### src/rtl/fifo_pkg.sv
// rtl/fifo_pkg.sv - shared pointer helpers for the dual-clock FIFO
//
// Purpose : pointer-width derivation and binary/Gray conversion shared by
//           both FIFO domains.
// Contents: PTR_MAX  - widest pointer the helpers handle
//           ptr_w    - pointer width for a given address width (one wrap bit)
//           bin2gray - binary to reflected Gray code
//           gray2bin - reflected Gray code back to binary
// The helpers work on PTR_MAX-wide values. Callers zero-extend a PW-bit
// pointer in and size-cast the result back to PW bits. Zero upper bits pass
// through both conversions unchanged, so one pair of functions serves every
// pointer width.

package fifo_pkg;

  localparam int PTR_MAX = 32;

  function automatic int ptr_w(input int addr_w);
    return addr_w + 1;
  endfunction

  function automatic logic [PTR_MAX-1:0] bin2gray(input logic [PTR_MAX-1:0] b);
    return b ^ (b >> 1);
  endfunction

  function automatic logic [PTR_MAX-1:0] gray2bin(input logic [PTR_MAX-1:0] g);
    logic [PTR_MAX-1:0] b;
    b = g;
    for (int i = 1; i < PTR_MAX; i++) begin
      b = b ^ (g >> i);
    end
    return b;
  endfunction

endpackage

### src/rtl/ptr_sync2.sv
// rtl/ptr_sync2.sv - two-flop synchroniser for a Gray-coded pointer
//
// Purpose : brings a Gray pointer from the other clock domain into clk.
//           Only one bit changes per source update, so each stage can sample
//           it as a bus.
// Ports   : clk   - destination clock
//           rst_n - asynchronous active-low reset, clears both stages
//           d     - pointer from the foreign domain
//           q     - synchronised pointer (second stage)

module ptr_sync2 #(
  parameter int W = 3
) (
  input  logic         clk,
  input  logic         rst_n,
  input  logic [W-1:0] d,
  output logic [W-1:0] q
);

  logic [W-1:0] rq1;

  always_ff @(posedge clk or negedge rst_n) begin
    if (!rst_n) begin
      rq1 <= '0;
      q   <= '0;
    end else begin
      rq1 <= d;
      q   <= rq1;
    end
  end

endmodule

### src/rtl/async_fifo_wr_ctrl.sv
// rtl/async_fifo_wr_ctrl.sv - write-side pointer and flag controller
//
// Purpose : write-clock-domain half of the dual-clock FIFO. It accepts write
//           requests and drives the memory write port. It keeps the binary
//           and Gray write pointers and derives full, almost-full, fill level
//           and a sticky overflow from the synchronised read pointer.
// Ports   : clk         - write-domain clock
//           rst_n       - asynchronous active-low reset
//           wr_en       - write request, accepted while full is low
//           ovf_clr     - synchronous clear of overflow (a same-cycle set wins)
//           rd_ptr_gray - read-domain Gray pointer, asynchronous to clk
//           mem_we      - memory write strobe (combinational)
//           mem_waddr   - memory write address
//           wr_ptr_gray - registered Gray write pointer for the read domain
//           full        - registered full flag
//           almost_full - registered, level >= AFULL_LVL
//           wr_level    - registered fill level, 0..2^ADDR_W
//           overflow    - sticky, set by a write attempted while full
// The read pointer reaches this domain late, so full, level and almost_full
// can over-report occupancy but never under-report it.

module async_fifo_wr_ctrl
  import fifo_pkg::*;
#(
  parameter  int ADDR_W    = 2,
  parameter  int AFULL_LVL = 3,
  localparam int PW        = ptr_w(ADDR_W)
) (
  input  logic              clk,
  input  logic              rst_n,
  input  logic              wr_en,
  input  logic              ovf_clr,
  input  logic [PW-1:0]     rd_ptr_gray,
  output logic              mem_we,
  output logic [ADDR_W-1:0] mem_waddr,
  output logic [PW-1:0]     wr_ptr_gray,
  output logic              full,
  output logic              almost_full,
  output logic [PW-1:0]     wr_level,
  output logic              overflow
);

  // The write pointer is full when it is exactly one lap ahead of the read
  // pointer. In Gray code that means the top two bits are inverted.
  localparam logic [PW-1:0] TOP2    = PW'(3) << (PW - 2);
  localparam logic [PW-1:0] AFULL_P = PW'(AFULL_LVL);

  logic [PW-1:0] wr_bin;
  logic [PW-1:0] rq2;
  logic [PW-1:0] rbin;
  logic [PW-1:0] wbin_nxt;
  logic [PW-1:0] wgray_nxt;
  logic [PW-1:0] lvl_nxt;
  logic          inc;

  ptr_sync2 #(.W(PW)) u_rd_sync (
    .clk   (clk),
    .rst_n (rst_n),
    .d     (rd_ptr_gray),
    .q     (rq2)
  );

  assign rbin      = PW'(gray2bin(PTR_MAX'(rq2)));
  assign inc       = wr_en & ~full;
  assign wbin_nxt  = wr_bin + {{(PW-1){1'b0}}, inc};
  assign wgray_nxt = PW'(bin2gray(PTR_MAX'(wbin_nxt)));
  // Modular difference. The extra wrap bit keeps a full FIFO distinct from
  // an empty one.
  assign lvl_nxt   = wbin_nxt - rbin;

  assign mem_we    = inc;
  assign mem_waddr = wr_bin[ADDR_W-1:0];

  always_ff @(posedge clk or negedge rst_n) begin
    if (!rst_n) begin
      wr_bin      <= '0;
      wr_ptr_gray <= '0;
      full        <= 1'b0;
      almost_full <= 1'b0;
      wr_level    <= '0;
      overflow    <= 1'b0;
    end else begin
      wr_bin      <= wbin_nxt;
      wr_ptr_gray <= wgray_nxt;
      full        <= (wgray_nxt == (rq2 ^ TOP2));
      wr_level    <= lvl_nxt;
      almost_full <= (lvl_nxt >= AFULL_P);
      if (wr_en && full) begin
        overflow <= 1'b1;
      end else if (ovf_clr) begin
        overflow <= 1'b0;
      end
    end
  end

endmodule

### config.mk
export PLATFORM = sky130hd
export DESIGN_NAME = async_fifo_wr_ctrl
export DESIGN_NICKNAME = d
export VERILOG_FILES = /design/src/rtl/fifo_pkg.sv /design/src/rtl/ptr_sync2.sv /design/src/rtl/async_fifo_wr_ctrl.sv
export SDC_FILE = /design/constraint.sdc
export NUM_CORES = 1
export LEC_CHECK = 0
export ABC_AREA = 1
export CAP_MARGIN = 20
export CORE_AREA = 2 2 43 45
export CTS_CLUSTER_DIAMETER = 100
export DETAILED_ROUTE_END_ITERATION = 16
export DIE_AREA = 0 0 45 47
export GPL_TIMING_DRIVEN = 1
export HOLD_SLACK_MARGIN = 0.1
export PLACE_DENSITY = 0.73
export SETUP_SLACK_MARGIN = 0.2
export SYNTH_ARGS = -nofsm -noshare
export SYNTH_HDL_FRONTEND = slang
export SYNTH_SLANG_ARGS = --single-unit
### constraint.sdc
create_clock -name clk -period 3.2 [get_ports clk]
set_clock_uncertainty 0.15 [all_clocks]
set_input_delay 0.64 -clock clk [delete_from_list [all_inputs] [get_ports clk]]
set_output_delay 0.64 -clock clk [all_outputs]
set_load 0.01 [all_outputs]
### Word level (Yosys, flattened, before mapping)

Cells that the tools add are included.

| storage, ports and cells | value |
|---|---|
| output and inout bits | 12 |
| input port bits | 7 |
| word-level logic and storage cells | 22 |
| bits in registers | 18 |

| operators by class | value |
|---|---|
| bitwise logic cells | 6 |
| equality and inequality tests | 1 |
| add/sub/neg operators | 2 |
| magnitude comparators | 1 |
| muxes and demuxes | 2 |
| reduce and logical (&&, ||, !) cells | 2 |

Operator list:

| operator | count |
|---|---|
| $xor A3 B2 Y3 | 2 |
| $add A3 B1 Y3 | 1 |
| $eq A3 B3 Y1 | 1 |
| $ge A3 B2 Y1 const B | 1 |
| $sub A3 B3 Y3 | 1 |
| $xor A3 B1 Y3 | 1 |
| $mux W1 | 2 |
| $not A2 Y2 | 1 |
| $reduce_bool A2 Y1 | 1 |
| $and A1 B1 Y1 | 1 |
| $logic_and A1 B1 Y1 | 1 |
| $not A1 Y1 | 1 |

### Longest topological paths before layout

| depth | value |
|---|---|
| word-level depth | 5 |
| mapped depth | 11 |
| gate-level depth less buffers | 11 |

### Hierarchy

Synthesis repeated with hierarchy kept, for this count alone.

| unflattened totals | value |
|---|---|
| cell total of the unflattened synthesis | 72 |
| area, all modules | 719.4 um^2 |

By module, submodules not included:

| module | area an instance (um^2) | seq. area each (um^2) | times used | cells each |
|---|---|---|---|---|
| async_fifo_wr_ctrl | 569.3 | 275.3 | 1 | 66 |
| ptr_sync2 | 150.1 | 150.1 | 1 | 6 |

### Worst setup path after synthesis

OpenSTA, ideal clock, no wires.

| path | value |
|---|---|
| kind | input-to-reg |
| start | input wr_en |
| end | register almost_full |
| setup slack | 1.134 ns |
| data required time | 2.919 ns |
| data arrival time | 1.785 ns |
| library setup time | 0.131 ns |
| cell stages on the path | 6 |
| buffers on the path | 0 |
| cell sequence | nand3_2 > inv_1 > ha_1 > inv_2 > fa_1 > o211ai_1 |

| between the ends | value |
|---|---|
| word-level cells in the longest chain between the ends | 4 |

RTL lines:

| item | RTL line | RTL |
|---|---|---|
| from (decl) | async_fifo_wr_ctrl.sv:31 | `input logic wr_en,` |
| $and A1 B1 Y1 | async_fifo_wr_ctrl.sv:64 | `assign inc = wr_en & ~full;` |
| $add A3 B1 Y3 | async_fifo_wr_ctrl.sv:65 | `assign wbin_nxt = wr_bin + {{(PW-1){1'b0}}, inc};` |
| via wbin_nxt[1] | async_fifo_wr_ctrl.sv:51 | `logic [PW-1:0] wbin_nxt;` |
| $sub A3 B3 Y3 | async_fifo_wr_ctrl.sv:69 | `assign lvl_nxt = wbin_nxt - rbin;` |
| $ge A3 B2 Y1 | async_fifo_wr_ctrl.sv:87 | `almost_full <= (lvl_nxt >= AFULL_P);` |
| to (signal assigned) | async_fifo_wr_ctrl.sv:87 |  |
| to (decl) | async_fifo_wr_ctrl.sv:38 | `output logic almost_full,` |

The timed path passes the listed nets, and every way through them passes these cells.
A chain may end at the register's enable or synchronous reset.

### Worst setup path in the final report

| path | value |
|---|---|
| start | input wr_en |
| end | output mem_we |

| between the ends | value |
|---|---|
| word-level cells in the longest chain between the ends | 1 |

RTL lines:

| item | RTL line | RTL |
|---|---|---|
| $and A1 B1 Y1 | async_fifo_wr_ctrl.sv:64 |  |
| to (decl) | async_fifo_wr_ctrl.sv:34 | `output logic mem_we,` |

Every way passes these cells.

==> results.md <==
* Status: finished clean
* Internal at 0.553 mW
* Path depth of the worst reg2reg path at 7
* Post-Synth Adder-Cell Area at ~6.3%
* Simple logic cell fraction of the synthesized area at approximately a fifth
* CP endpoint kind: output port
* Die area at 0.00212 sq mm
* Yosys warning count at 0
* Worst min path class: reg -> reg
* Switching share of total power at a little under two fifths
* Gr usage total at 13.3%
* CP Launch Type: input pin
* Arrival @ worst endpoint at 1.83 ns
* Drt drc at 0
* Biggest area consumer among synthesized cells: dfrtp_1
* Dpl cells at approximately 110
* Combinational family with the most area after synthesis: simple AND/OR/NAND/NOR gates
* Clk sinks at 17
* Port buffer count at 18
* Clk pwr share at about 12%
* WP data required at roughly 2.4 ns
* H-tree lvl count at 1
* Final core utilization at a little under three fifths
* Slew @ Worst Pin at a little over 0.7 ns
* Slew Limit Fails at 0
* Post-Layout Cell Count at about 110
* Post-Syn Area at roughly 700 sq um
* GP Congestion at approximately 0.73
* Final setup viols at 0
* Period minus WS final at approximately 2.6 ns
* Largest net degree at the start of global routing at 18
* Switch Pwr at between 0.3 and 0.4 mW
* Diode count at 0
* CTS tree: yes
* Most common cell in the netlist: dfrtp_1
* CP Max Fanout at 3
* CP Class: in -> out
* Rel. slew slack at around 53%
* Area Growth Syn to Fin at 32.0%
* FF-to-FF setup slack at roughly 1.3 ns
* Unrepaired setup endpoints after global routing: false
* Post-DP Area at slightly above 900 sq um
* Worst Setup EP: mem_we
* Setup crit start: wr_en
* DR pass1 iterations at 4
* Hold WS at roughly 0.21 ns
* Root Driver: clkbuf_4
* Final WL at 1090 microns
* Initial DRC count at 4
* Synth top area cells: dfrtp_1 (60%), inv_1 (7.9%), nand2_1 (7.4%)
* Post-synth EDFFs at 0
* Commonest cells in the netlist: dfrtp_1 (17), inv_1 (15), nand2_1 (14)
* Total gr overflow at 0
* Setup TNS at 0 ns
* Vias in the first global route at about 500
* Synth top area share at between 50% and 60%
* DPL Wire Length at approximately 860 microns
* FF-to-FF End: almost_full$_DFF_PN0_
* Post-synthesis mux area share at 0%
* Part of the power in registers at between 30 and 40%
* Hold buffers post-CTS at 0
* Core Area at ~0.0017 sq mm
* Hold Path Cell Cnt at 0
* Fmax at ~380 MHz
* Routed vias at 522
* Ys async rst share at 100%
* Post-synthesis sequential area ratio at 59.5%
* Clk_lat worst skew at 0.28 ns
* Gate power share at roughly half
* Antenna violations before repair at 0
* Post CTS Setup Buffer Count at 0
* Setup WS pre-CTS at about 0.55 ns
* Die Width at approximately 45 microns
* XOR/XNOR Fraction of Synth Area at 2.45%
* Peak VDD IR at between 0.3 and 0.4 mV
* Number of nets in the layout at around 110
* Reg-to-Reg Start: u_rd_sync.q[2]$_DFF_PN0_
* Pwr Total at between 0.8 and 0.9 mW
* Main synth FF type: dfrtp_1
* Rows at 15
* Final Hold Viols at 0
* Pleak at around 0.49 nW
* # resized after CTS at 0
* Ports at 19
* Final worst slack at 0.582 ns
* PwrDens at approximately 940 mW/mm^2
* Yosys reg bits at 17
* Clk buf depth at 2
* Vias per Instance at around 4.7
* Syn nets at 82
* Yosys cell types at 13
* Mapped Cells at slightly above 70
* Syn avg cell area at 9.92 sq um
* Compound-Gate Fraction of Synth Area at approximately 1.8%
* Fin crit share at between 80% and 90%
* Layout cells sized above 1 at between 10% and 20%
* Finished Cell Area at 943 sq um
* Num CTS Buffers at 3
* Initial Utilization at a little over two fifths
* MaxCap Viol Count at 0
* Detail Route Antenna Nets at 0
* First-pass GRT wire length at a little under 2000 microns
* Clock transition at the registers of the reported paths at around 0.09 ns
* Per-cell routed wire length at between 9 and 10 microns
* Die Ht at 47 microns
==> layout make-up <==
class | count | area, sq um
fillers | 152 | 708
well taps | 17 | 21.3
repair buffers | 18 | 180
multi-input cells | 38 | 225
flip-flops and latches | 17 | 425
inverters | 17 | 63.8
clock inverters | 1 | 5.00
clock buffers | 3 | 22.5
==> per-layer routing <==
metal / global-route usage [%] / wire, microns / vias to the layer above
li1: - / - / 259
met1: 16.4 / 493 / 240
met2: 21.1 / 509 / 19
met3: 3.85 / 67 / 4
met4: 7.06 / 19 / 0
met5: 0 / 0 / -
==> kinds of logic after synthesis <==
family	after synthesis
AO/OA/AOI/OAI	2
XOR/XNOR	2
flip-flops	17
buffers and inverters	17
adder cells (fa/ha/maj)	3
AND/OR/NAND/NOR	31
==> power groups by stage <==
stage | sequential, mW | clock, mW | combinational, mW
6_report | 0.317 | 0.111 | 0.461
5_1_grt | 0.327 | 0.123 | 0.529
4_1_cts | 0.319 | 0.115 | 0.468
3_5_place_dp | 0.323 | 0 | 0.464
3_3_place_gp | 0.321 | 0 | 0.454
2_1_floorplan | 0.355 | 0 | 0.244
==> worst min path at each step <==
stage	end	from	slack [ns]
after floorplan	u_rd_sync.q[0]$_DFF_PN0_	u_rd_sync.rq1[0]$_DFF_PN0_	0.18
after global placement	u_rd_sync.q[1]$_DFF_PN0_	u_rd_sync.rq1[1]$_DFF_PN0_	0.18
after detailed placement	u_rd_sync.q[0]$_DFF_PN0_	u_rd_sync.rq1[0]$_DFF_PN0_	0.19
after CTS	u_rd_sync.q[0]$_DFF_PN0_	u_rd_sync.rq1[0]$_DFF_PN0_	0.21
after global routing	u_rd_sync.q[0]$_DFF_PN0_	u_rd_sync.rq1[0]$_DFF_PN0_	0.23
final	u_rd_sync.q[0]$_DFF_PN0_	u_rd_sync.rq1[0]$_DFF_PN0_	0.21
==> critical path, cell delays in order <==
cell             delay [ns]
clkdlybuf4s50_1        0.52
nand2_1                0.10
inv_1                  0.06
clkdlybuf4s50_1        0.52
==> flip-flops by register name, indices dropped and copies added, names as in the netlist <==
signal	cells
u_rd_sync.q	3
u_rd_sync.rq1	3
wr_bin	3
wr_level	3
wr_ptr_gray	2
almost_full	1
full	1
overflow	1
==> cell usage in the layout, fill, tap and decap left out, types with 2 or more instances in the layout <==
master	n
inv_1	15
nand3_1	10
nand2_2	5
inv_2	2
clkbuf_4	3
ha_1	2
xor2_1	2
clkdlybuf4s50_1	18
nand2_1	14
dfrtp_1	17
Power figures use the tool's default switching activity.
